**config.mk**
```make
export PLATFORM = sky130hd
export DESIGN_NAME = pipe_hazard_ctrl
export DESIGN_NICKNAME = d
export VERILOG_FILES = /design/src/rtl/pipe_hazard_ctrl.sv
export SDC_FILE = /design/constraint.sdc
export NUM_CORES = 1
export LEC_CHECK = 0
export ABC_AREA = 1
export CORE_MARGIN = 2
export CORE_UTILIZATION = 48
export CTS_BUF_LIST = sky130_fd_sc_hd__clkbuf_4
export DETAILED_ROUTE_END_ITERATION = 10
export PLACE_DENSITY = 0.93
export SYNTH_ARGS = -nofsm -noshare
export SYNTH_HDL_FRONTEND = slang
export SYNTH_SLANG_ARGS = --single-unit
```
**constraint.sdc**
```tcl
create_clock -name clk -period 2.65 [get_ports clk]
set_clock_uncertainty 0.2 [all_clocks]
set_input_delay 0.6625 -clock clk [delete_from_list [all_inputs] [get_ports clk]]
set_output_delay 0.6625 -clock clk [all_outputs]
set_load 0.05 [all_outputs]
```
**src/rtl/pipe_hazard_ctrl.sv**
```systemverilog
// Hazard/sequencing controller for the IF-ID-EX-WB pipeline:
// enables, flushes, forwarding, memory freeze/timeout, halt, perf counters.
module pipe_hazard_ctrl #(
    parameter int MEM_TIMEOUT = 15,
    parameter int CNT_W       = 16
) (
    input  logic             clk,
    input  logic             reset,
    input  logic [4:0]       id_rs1,
    input  logic [4:0]       id_rs2,
    input  logic             id_uses_rs2,
    input  logic [4:0]       ex_rs1,
    input  logic [4:0]       ex_rs2,
    input  logic [4:0]       ex_rd,
    input  logic             ex_regwrite,
    input  logic             ex_memread,
    input  logic             ex_branch_taken,
    input  logic [4:0]       wb_rd,
    input  logic             wb_regwrite,
    input  logic             wb_mem_op,
    input  logic             dmem_ready,
    input  logic             wb_halt,
    output logic             pc_en,
    output logic             ifid_en,
    output logic             ifid_flush,
    output logic             idex_en,
    output logic             idex_flush,
    output logic             exwb_en,
    output logic             fwd_a,
    output logic             fwd_b,
    output logic             halted,
    output logic             mem_err,
    output logic [CNT_W-1:0] stall_cnt,
    output logic [CNT_W-1:0] flush_cnt
);

    localparam int TW = $clog2(MEM_TIMEOUT + 1);

    typedef enum logic [1:0] {
        S_RUN     = 2'd0,
        S_MEMWAIT = 2'd1,
        S_HALT    = 2'd2
    } state_t;

    state_t        r_state;
    state_t        w_next;
    logic [TW-1:0] r_tmo;
    logic [TW-1:0] w_tmo_nxt;
    logic          w_freeze;
    logic          w_loaduse;
    logic          w_eval;
    logic          w_halt_set;
    logic          w_err_set;
    logic          w_flush_inc;
    logic          w_stall_inc;
    logic          w_tmo_hit;

    // ex_regwrite is implied by ex_memread for a load; kept for interface completeness
    logic          w_unused;
    assign w_unused = ex_regwrite;

    assign w_freeze  = wb_mem_op & ~dmem_ready;
    assign w_loaduse = ex_memread & (ex_rd != 5'd0) &
                       ((ex_rd == id_rs1) | (id_uses_rs2 & (ex_rd == id_rs2)));
    assign w_tmo_hit = ({1'b0, r_tmo} >= (TW + 1)'(MEM_TIMEOUT - 1));

    assign fwd_a = wb_regwrite & (wb_rd != 5'd0) & (wb_rd == ex_rs1);
    assign fwd_b = wb_regwrite & (wb_rd != 5'd0) & (wb_rd == ex_rs2);

    always_comb begin
        pc_en       = 1'b1;
        ifid_en     = 1'b1;
        idex_en     = 1'b1;
        exwb_en     = 1'b1;
        ifid_flush  = 1'b0;
        idex_flush  = 1'b0;
        w_next      = r_state;
        w_tmo_nxt   = r_tmo;
        w_eval      = 1'b0;
        w_halt_set  = 1'b0;
        w_err_set   = 1'b0;
        w_flush_inc = 1'b0;

        unique case (r_state)
            S_RUN: w_eval = 1'b1;
            S_MEMWAIT: begin
                if (!dmem_ready) begin
                    {pc_en, ifid_en, idex_en, exwb_en} = 4'b0000;
                    w_tmo_nxt = r_tmo + TW'(1);
                    if (w_tmo_hit) begin
                        w_next     = S_HALT;
                        w_err_set  = 1'b1;
                        w_halt_set = 1'b1;
                    end
                end else begin
                    w_eval    = 1'b1;
                    w_next    = S_RUN;
                    w_tmo_nxt = '0;
                end
            end
            default: {pc_en, ifid_en, idex_en, exwb_en} = 4'b0000;
        endcase

        // RUN-style evaluation, also used for the MEMWAIT release cycle
        if (w_eval) begin
            if (w_freeze) begin
                {pc_en, ifid_en, idex_en, exwb_en} = 4'b0000;
                w_next    = S_MEMWAIT;
                w_tmo_nxt = TW'(1);
            end else if (wb_halt) begin
                {pc_en, ifid_en, idex_en} = 3'b000;
                w_next     = S_HALT;
                w_halt_set = 1'b1;
            end else if (ex_branch_taken) begin
                ifid_flush  = 1'b1;
                idex_flush  = 1'b1;
                w_flush_inc = 1'b1;
            end else if (w_loaduse) begin
                pc_en      = 1'b0;
                ifid_en    = 1'b0;
                idex_flush = 1'b1;
            end
        end

        if (!reset) begin
            {pc_en, ifid_en, idex_en, exwb_en} = 4'b0000;
            ifid_flush = 1'b1;
            idex_flush = 1'b1;
        end
    end

    assign w_stall_inc = (r_state != S_HALT) & ~pc_en;

    always_ff @(posedge clk or negedge reset) begin
        if (!reset) begin
            r_state   <= S_RUN;
            r_tmo     <= '0;
            halted    <= 1'b0;
            mem_err   <= 1'b0;
            stall_cnt <= '0;
            flush_cnt <= '0;
        end else begin
            r_state <= w_next;
            r_tmo   <= w_tmo_nxt;
            if (w_halt_set) halted <= 1'b1;
            if (w_err_set) mem_err <= 1'b1;
            if (w_stall_inc && stall_cnt != '1)
                stall_cnt <= stall_cnt + CNT_W'(1);
            if (w_flush_inc && flush_cnt != '1)
                flush_cnt <= flush_cnt + CNT_W'(1);
        end
    end

endmodule

```
==> results.cfg, run 1 <==
[floorplanning]
row_count = 26
floorplan.die.height_um = 78.06
initial_core_utilization_pct = 50.58
ioPinCount = 82
die_w_um = 78.06
floorplan.die_area_um2 = 6093
placeableCoreArea_um2 = 5205

[yosys]
post-synth-top-area-cell = dfrtp_1
synth-edff-count = 0
synth_top_flop_cell = dfrtp_1
syn_area_um2 = 2633
synthesis.yosys.warnings = 0
syn_inst = 348
post_synth_main_area_contributors = dfrtp_1, nand2_1, xnor2_1, xor2_1, nor2_1
synth_async_sr_flop_share_pct = 100.0
yosys_register_bits = 40
netlist-cell-type-count = 34
post_synth.cell_area_avg_um2 = 7.565
synth_fp_nets = 392
synth.top_cell.area_share_pct = 38.02
ys_seq_area_share_pct = 38.02

[critical_path]
worst_setup_path_start_kind = input pin
crit_arrival_ps = 1800
ff2ff_setup_slack_ps = 630
worst-setup-path-type = input pin to output port
cp.required_ps = 1790
worst_setup_path_end_kind = output port
worstPathMaxFanout = 4

[global_route]
gr-usage-all-layers_pct = 23.40
gr-total-overflow = 0
wire_length_of_the_first_global_routing_pass_um = 11450
grt_max_degree = 41
grt_pass1_vias = 2560
antenna_found_initial = 0

[timing]
slew_hr_pct = 59.21
max_freq_mhz = 375.8
final_hold_viols = 0
timing_max_transition_violations_final = 0
tns_ps = -20.91
timing_worst_slew_pin_value_ps = 610.4
setup_viol_count_final = 2
final.min_clock_period_ps = 2661
setup_slack_ps = -10.76
post-route-period-util_pct = 100.4

[clocking]
cts_sinks = 40
cts_root_buf = clkbuf_4
cts.htree.levels = 2
post-cts-setup-buffers = 0
tritoncts = built
cts-hold-fix-buffers = 0
cts_inserted_buffers = 5
clk_pin_slew_worst_paths_ps = 120
clk-insertion-delay-late_ps = 340
cts_max_path_buffers = 2

[hold_path]
worstHoldPathType = input pin to async pin

[finish]
synthToLayoutAreaGrowth_pct = 45.77
final_area_um2 = 3837
final_cells = 514
fin_util_pct = 73.73
final_net_count = 487
antenna-diode-count = 0
drive_above_1_share_pct = 21.62

[power_and_ir_drop]
netSwitchingPower_uw = 292.9
power_switching_share_pct = 24.39
comb_power_share_pct = 14.9
internal-power_uw = 907.8
power_frac_clock_pct = 33.8
max-vdd-ir-drop_mv = 0.2928
power.leakage_uw = 0.001873
powerDensity_nw_per_um2 = 312.9
seq_power_share_pct = 51.3

[outcome]
violations = setup timing
run_status = complete, but fails checks

[drt]
first_iter_violations = 144
dr.pass1.iters = 4
detailroute.via_count = 2619
drt_drc_violations_left = 0
final_antenna_net_count = 0
wl_um = 6910
detail_route.vias_per_cell = 5.095
wl_per_cell_um = 13.44

[place]
placed_cells = 506
placed_cell_area_um2 = 3696
portBuffers = 80
dp_hpwl_um = 5163
gp_routability_congestion = 0.9118
worst_slack_at_placement_ps = -385.4

[job]
max_cap_viol_count = 0
==> cell usage after synthesis, types with 3 or more instances <==
| cell | instances |
|---|---|
| nor2_2 | 3 |
| nand4_1 | 19 |
| nand2_1 | 108 |
| nand3_1 | 19 |
| ha_1 | 4 |
| xor2_1 | 21 |
| o21ai_0 | 6 |
| inv_1 | 34 |
| inv_2 | 3 |
| nor4_1 | 3 |
| nor3_1 | 8 |
| xnor2_1 | 21 |
| dfrtp_1 | 40 |
| nor2_1 | 35 |
==> flip-flops by register name, summed over array words and instances, names as in the netlist <==
name / count
stall_cnt: 16
halted: 1
r_tmo: 4
r_state: 2
mem_err: 1
flush_cnt: 16
==> metal layers <==
layer	share of wire [%]	GRT usage, %	vias to the layer above	wire length, µm
li1	-	-	1305	-
met1	41	28.36	1214	2844
met2	52	41.90	80	3561
met3	4.0	4.828	20	275
met4	3.3	6.842	0	228
met5	0	0	-	0
==> placed cells by master (no fill, tap or decap), drive strengths merged, types with 2 or more instances in the layout <==
| master | Yosys | final |
|---|---|---|
| buf | 5 | 30 |
| nor3 | 9 | 9 |
| nand2 | 111 | 111 |
| ha | 4 | 4 |
| nand4 | 19 | 19 |
| nand3b | 2 | 2 |
| dlymetal6s2s | 0 | 7 |
| xnor2 | 21 | 21 |
| o21ai | 6 | 6 |
| clkdlybuf4s15 | 0 | 5 |
| clkbuf | 1 | 15 |
| xor2 | 21 | 21 |
| inv | 37 | 36 |
| dfrtp | 40 | 40 |
| dlygate4sd2 | 0 | 4 |
| clkdlybuf4s50 | 0 | 39 |
| nand3 | 22 | 22 |
| nor4 | 4 | 4 |
| nor2 | 39 | 39 |
==> kinds of logic (layout without fill, tap and decap cells) <==
group	Yosys count	after routing	synth area share, %
buffers and inverters	43	139	7.034
xor gates and xnor gates	42	42	13.97
and+or+nand+nor	207	207	36.03
DFF	40	40	38.02
AOI/OAI and AO/OA	12	12	3.042
adders and majority gates	4	4	1.901
==> repair_timing <==
item | in CTS | in global routing
endpoints found under the setup margin | 8 | 5
hold endpoints to repair | 0 | 0
pin swaps | 23 | 23
resized for setup | 55 | 59
==> per-stage QoR <==
| stage | hold slack, ps | power [µW] |
|---|---|---|
| floorplan | 166.9 | 694.1 |
| global placement | 252.9 | 793.0 |
| detailed placement | 281.6 | 799.9 |
| CTS | 234.1 | 1198 |
| global route | 253.4 | 1262 |
| finish | 224.4 | 1201 |
==> power groups by stage <==
stage / logic [µW] / registers (µW) / clock network, µW
2_1_floorplan: 63.7 / 630 / 0
6_report: 179 / 616 / 405
3_3_place_gp: 165 / 628 / 0
3_5_place_dp: 172 / 628 / 0
4_1_cts: 165 / 617 / 417
5_1_grt: 194 / 617 / 451
==> worst paths after layout <==
check / from / endpoint / cells after the start
worst max-delay path: ex_rd[0] / ifid_en / 11
worst min-delay path: reset / r_tmo[2] / 2
worst max register to register: stall_cnt[0] / stall_cnt[6] / 7
worst min register to register: halted / halted / 1
max in group asynchronous: reset / stall_cnt[6] / 2
min in group clk: halted / halted / 1
==> final cells by class <==
cell class	count	area [µm²]
Clock buffer	6	45.04
Inverter	37	145.1
Tap cell	70	87.58
Timing Repair Buffer	94	925.9
Multi-Input combinational cell	265	1598
Fill cell	392	1368
Clock inverter	2	35.03
Sequential cell	40	1001
==> worst max-delay path: stages <==
cell        delay, ps
buf_6              90
inv_2              40
nand2_1            60
nand2_1            60
nor2_1            170
nand3_1           120
nand2_2            90
nand3_2            90
nand2_4           110
clkinvlp_4        140
buf_12            170
(Power assumes the default switching activity.)
==> run 2: changes to the inputs <==
HOLD_SLACK_MARGIN = 0.15   (was unset)
==> results of run 2 <==
Same layout as run 1: the final DEF is identical, and so are final timing and power.
==> run 3: changes to the inputs <==
CAP_MARGIN = 15   (was unset)
==> results of run 3 <==
Same layout as run 1: the final DEF is identical, and so are final timing and power.
==> RTL change 1: new RTL, flow settings as in run 3 <==
The parameter `MEM_TIMEOUT` goes from 15 to 30.
--- a/src/rtl/pipe_hazard_ctrl.sv
+++ b/src/rtl/pipe_hazard_ctrl.sv
@@ -1,7 +1,7 @@
 // Hazard/sequencing controller for the IF-ID-EX-WB pipeline:
 // enables, flushes, forwarding, memory freeze/timeout, halt, perf counters.
 module pipe_hazard_ctrl #(
-    parameter int MEM_TIMEOUT = 15,
+    parameter int MEM_TIMEOUT = 30,
     parameter int CNT_W       = 16
 ) (
     input  logic             clk,
Formal check against the unedited RTL: no difference found for any inputs over 10 cycles, from zero or initial values and one cycle with reset low; that may be too few to reach the edited logic, so the function may still have changed.
==> RTL change 1 against run 3 <==
- final area grew 2.3%
- sequential cell count grew 1
- non-clock buffer count grew 6
- wire length grew 1.8%
- hold slack gained 0.069 ns
- worst setup slack gained 0.050 ns
- count of clock-buffer cells in the layout shrank 1
- area after synthesis grew 4.1%
- first-iteration DRC count shrank 28%
- highest routed layer unchanged
Power is not compared: it rests on default switching activity, and its combinational part moved more than twofold at a synthesized area within 25%.
==> RTL change 1: results (changes against run 3) <==
DRT iter0 DRCs -> 104 (-28%)
Crit path launch -> ex_rs1[3]
Worst-path fanout max -> 1 (-3)
Status -> completed
R2R Setup Slk -> 0.56 ns (-0.07 ns)
Pin count of the biggest net entering global routing -> 23 (-44%)
Post-synth top cells -> nand2_1, dfrtp_1, inv_1, nor2_1, xor2_1
Slew margin rel. -> 56.0% (-3.2 points)
Crit Reg-Reg Endpoint -> stall_cnt[9]
Layout cells sized above 1 -> 18.5% (-3.1 points)
Avg WL per Cell -> 13.1 um (-2.6%)
Synth top area cells -> dfrtp_1, nand2_1, xor2_1
H-tree depth -> 2 (unchanged)
GRT Overall Usage -> 23.1% (-0.31 points)
Total number of vias -> 2767 (+5.7%)
Largest registers -> flush_cnt x16, stall_cnt x16, r_tmo x5
Post-synth cell types -> 37 (+8.8%)
CP arrival -> 1.75 ns (-0.05 ns)
Layout Cells excl Fill -> 537 (+4.5%)
Critical Path Sink -> fwd_a
Worst Hold Class -> reg2reg
Post-DP Area -> 0.00383 mm^2 (+3.7%)
Layout fillers -> 410 (+4.6%)
Vias in the first global route -> 2695 (+5.3%)
First-pass GRT wire length -> 11700 um (+2.0%)
Post-DP HPWL -> 5490 um (+6.4%)
Post-Syn Nets -> 409 (+4.3%)
Routability cong. -> 0.952 (+4.4%)
Register area share after synthesis -> 37.4% (-0.60 points)
Post-synth top flop -> dfrtp_1
==> RTL change 1: cell types whose count changed in the layout (fill, tap and decap cells not counted), moves of 4 or more <==
cell            run 3  this run
nand2_1            99       103
nand3_1            17        21
nand2_2            11         5
nor2_1             29        40
nand3_2             4         0
inv_1              29        37
buf_4              16        22
nor2_2              7         1
xnor2_2             4         0
==> RTL change 1: cell type report <==
cell class	count	area [um^2]	share of cell area, %
Multi-Input combinational cell	272	1600	40.7
Tap cell	72	90.1	2.29
Inverter	45	185	4.71
Clock buffer	5	37.5	0.956
Sequential cell	41	1030	26.1
Timing Repair Buffer	100	956	24.3
Clock inverter	2	35.0	0.892
==> RTL change 1: kinds of logic after synthesis <==
logic type / count (synthesis) / share of synthesized area, %
AO/OA/AOI/OAI: 11 / 3.01
AND/OR/NAND/NOR: 218 / 37.3
XOR/XNOR: 39 / 12.5
flip-flops: 41 / 37.4
buffers and inverters: 52 / 7.99
adder cells (fa/ha/maj): 4 / 1.83
==> RTL change 1: timing repair <==
item	in CTS	in global routing
resized for setup	60	41
buffers inserted	1	1
pin swaps	21	23
setup endpoints to repair	8	6
hold buffers	1	0
gates cloned	0	0
hold endpoints to repair	41	0
==> RTL change 1: per-stage QoR <==
stage / setup TNS [ns] / setup slack [ns]
2_1_floorplan: -0.364 / -0.194
3_3_place_gp: -4.66 / -0.361
3_5_place_dp: -6.56 / -0.434
4_1_cts: 0 / 0.000243
5_1_grt: -0.00428 / -0.00428
6_report: 0 / 0.0392
==> RTL change 1: worst min path at each step <==
stage          depth (start not counted)  slack [ns]            to    start
2_1_floorplan                          0        0.17  flush_cnt[0]    reset
3_3_place_gp                           1        0.25       mem_err  mem_err
3_5_place_dp                           1        0.26       mem_err  mem_err
4_1_cts                                1        0.29       mem_err  mem_err
5_1_grt                                1        0.31       mem_err  mem_err
6_report                               1        0.29       mem_err  mem_err
==> RTL change 1: worst max-delay path, cell delays in order <==
cell and delay, ns:
clkdlybuf4s50_1 0.42, xor2_1 0.18, nor4_4 0.29, buf_6 0.19
==> RTL change 1: report_power, final <==
part,internal [mW],switching (mW)
Clock,0.192,0.196
Combinational,0.317,0.544
Sequential,0.718,0.133
Total,1.23,0.873
==> RTL change 1: routing by layer <==
layer	global-route usage, %	wire length (um)	share of wire, %	up-vias
li1	-	-	-	1358
met5	0	0	0	-
met4	7.41	163	2.3	0
met1	26.9	2670	38	1289
met2	41.8	3760	53	104
met3	4.98	442	6.3	16
==> RTL change 2: new RTL, settings of run 3 <==
Made on the original files. Register the output `stall_cnt` once more, with the module's reset; this adds one clock of latency there. The other outputs are not delayed to match.
--- a/src/rtl/pipe_hazard_ctrl.sv
+++ b/src/rtl/pipe_hazard_ctrl.sv
@@ -41,6 +41,8 @@
         S_MEMWAIT = 2'd1,
         S_HALT    = 2'd2
     } state_t;
+
+    logic [CNT_W-1:0] stall_cnt_s0;
 
     state_t        r_state;
     state_t        w_next;
@@ -137,19 +139,27 @@
             r_tmo     <= '0;
             halted    <= 1'b0;
             mem_err   <= 1'b0;
-            stall_cnt <= '0;
+            stall_cnt_s0 <= '0;
             flush_cnt <= '0;
         end else begin
             r_state <= w_next;
             r_tmo   <= w_tmo_nxt;
             if (w_halt_set) halted <= 1'b1;
             if (w_err_set) mem_err <= 1'b1;
-            if (w_stall_inc && stall_cnt != '1)
-                stall_cnt <= stall_cnt + CNT_W'(1);
+            if (w_stall_inc && stall_cnt_s0 != '1)
+                stall_cnt_s0 <= stall_cnt_s0 + CNT_W'(1);
             if (w_flush_inc && flush_cnt != '1)
                 flush_cnt <= flush_cnt + CNT_W'(1);
         end
     end
 
+    always_ff @(posedge clk or negedge reset) begin
+        if (!reset) begin
+            stall_cnt <= '0;
+        end else begin
+            stall_cnt <= stall_cnt_s0;
+        end
+    end
+
 endmodule
 
Function: changed (a bounded check fails within 4 cycles, from zero or initial values and one cycle with reset low).
==> RTL change 2 against run 3 <==
- worst setup slack gained 0.048 ns
- wire length is 1.8% lower
- sequential cell count is 16 higher
- first-iteration DRC count shrank 6.9%
- critical path depth down 7
- area after synthesis is 16% higher
- final area increased by 8.9%
- power grew 17%
- synthesized cell count up 4.9%
==> RTL change 2: results (changes against run 3) <==
Num CTS Buffers -> 5 (unchanged)
Port Buffer Count -> 80 (unchanged)
Leakage -> 2.11 nW (+13%)
Register area share after synthesis -> 46.0% (+8.0 points)
Reg2reg start -> stall_cnt_s0[0]
Post-Syn Area per Cell -> 8.34 um^2 (+10%)
Fmax -> 0.383 GHz (+1.8%)
First-pass DRT Iterations -> 5 (+1)
R2R Setup Slk -> 0.60 ns (-0.03 ns)
DP Worst Slack -> -0.379 ns (+0.00652 ns)
Worst Hold Class -> in2async
Initial antenna violation count -> 0 (unchanged)
Post-DP HPWL -> 5320 um (+3.0%)
Clk slew on worst S/H paths -> 0.16 ns (+0.04 ns)
Avg WL per Cell -> 12.6 um (-6.2%)
Critical Path Sink -> fwd_a
VDD IR max -> 0.000333 V (+14%)
Largest registers -> flush_cnt x16, stall_cnt x16, stall_cnt_s0 x16
Synth top area cells -> dfrtp_1, nand2_1, xor2_1
Delay-heaviest family, CP -> buffers and inverters
Status -> completed
Pin count of the biggest net entering global routing -> 57 (+39%)
R2R depth -> 8 (+1)
Synth warnings -> 0 (unchanged)
DRT iter0 DRCs -> 134 (-6.9%)
Clk Latency, worst-skew pair -> 0.38 ns (+0.04 ns)
Routability cong. -> 0.881 (-3.3%)
Layout cells sized above 1 -> 18.4% (-3.2 points)
Crit path launch -> ex_rs1[3]
Ant. Diodes -> 0 (unchanged)
Vias in the first global route -> 2775 (+8.4%)
Crit-path max cell delay -> 0.42 ns (+0.25 ns)
Post-DP Area -> 0.00413 mm^2 (+12%)
Worst-path fanout max -> 1 (-3)
Crit Reg-Reg Endpoint -> stall_cnt_s0[6]
Post-Syn Nets -> 409 (+4.3%)
Clock Path Buffers -> 2 (unchanged)
Root Buffer -> clkbuf_4
Post-synth cell types -> 36 (+5.9%)
CP arrival -> 1.75 ns (-0.05 ns)
Final nets -> 504 (+3.5%)
First-pass GRT wire length -> 11800 um (+2.8%)
H-tree depth -> 2 (unchanged)
Least-Margin Pin Slew -> 0.672 ns (+0.0614 ns)
Dpl cells -> 530 (+4.7%)
Ys async rst share -> 100% (unchanged)
Hold slack -> 0.238 ns (+0.0140 ns)
DRT Wirelength -> 6790 um (-1.8%)
GRT Overall Usage -> 20.3% (-3.1 points)
Avg Vias per Cell -> 5.10 (+0.14%)
Post-synth top cells -> nand2_1, dfrtp_1, inv_1
Slowest-stage cell, CP -> clkdlybuf4s50_1
## RTL change 2: cell count changes in the layout (fill, tap and decap cells not counted), moves of 3 or more
cell,before,now
nand3_1,17,22
nor2_4,3,6
nor2_2,7,1
buf_6,6,2
xnor2_1,17,14
inv_1,29,37
dfrtp_1,40,56
clkdlybuf4s15_1,5,1
nand2_2,11,1
dlygate4sd2_1,4,8
## RTL change 2: final cells by class
| type | count | area [um^2] |
|---|---|---|
| Inverter | 46 | 181 |
| Fill cell | 516 | 2060 |
| Clock inverter | 3 | 23.8 |
| Multi-Input combinational cell | 258 | 1550 |
| Sequential cell | 56 | 1400 |
| Tap cell | 77 | 96.3 |
| Clock buffer | 5 | 37.5 |
| Timing Repair Buffer | 93 | 886 |
## RTL change 2: cells by family (layout without fill, tap and decap cells)
logic type | count (synthesis) | in the layout | synth area share (%)
simple gates | 203 | 203 | 31.9
flops | 56 | 56 | 46.0
buf+inv | 51 | 147 | 6.74
xor+xnor | 38 | 38 | 10.9
compound gates | 13 | 13 | 2.80
fa+ha+maj | 4 | 4 | 1.64
## RTL change 2: layer usage
layer | global-route usage, % | up-vias | routed length [um]
met2 | 37.0 | 106 | 3530
met3 | 5.44 | 6 | 470
met5 | 0 | - | 0
met4 | 6.89 | 0 | 44
met1 | 22.7 | 1282 | 2750
li1 | - | 1351 | -
## RTL change 2: report_power, final
group | switching (mW) | internal (mW)
Sequential | 0.00280 | 0.858
Combinational | 0.0914 | 0.0800
Clock | 0.271 | 0.105
Total | 0.366 | 1.04
## RTL change 2: what timing repair did
action,4_1_cts,5_1_grt
buffers inserted,0,0
gates resized for setup,54,36
pin swaps,20,20
setup endpoints to repair,8,6
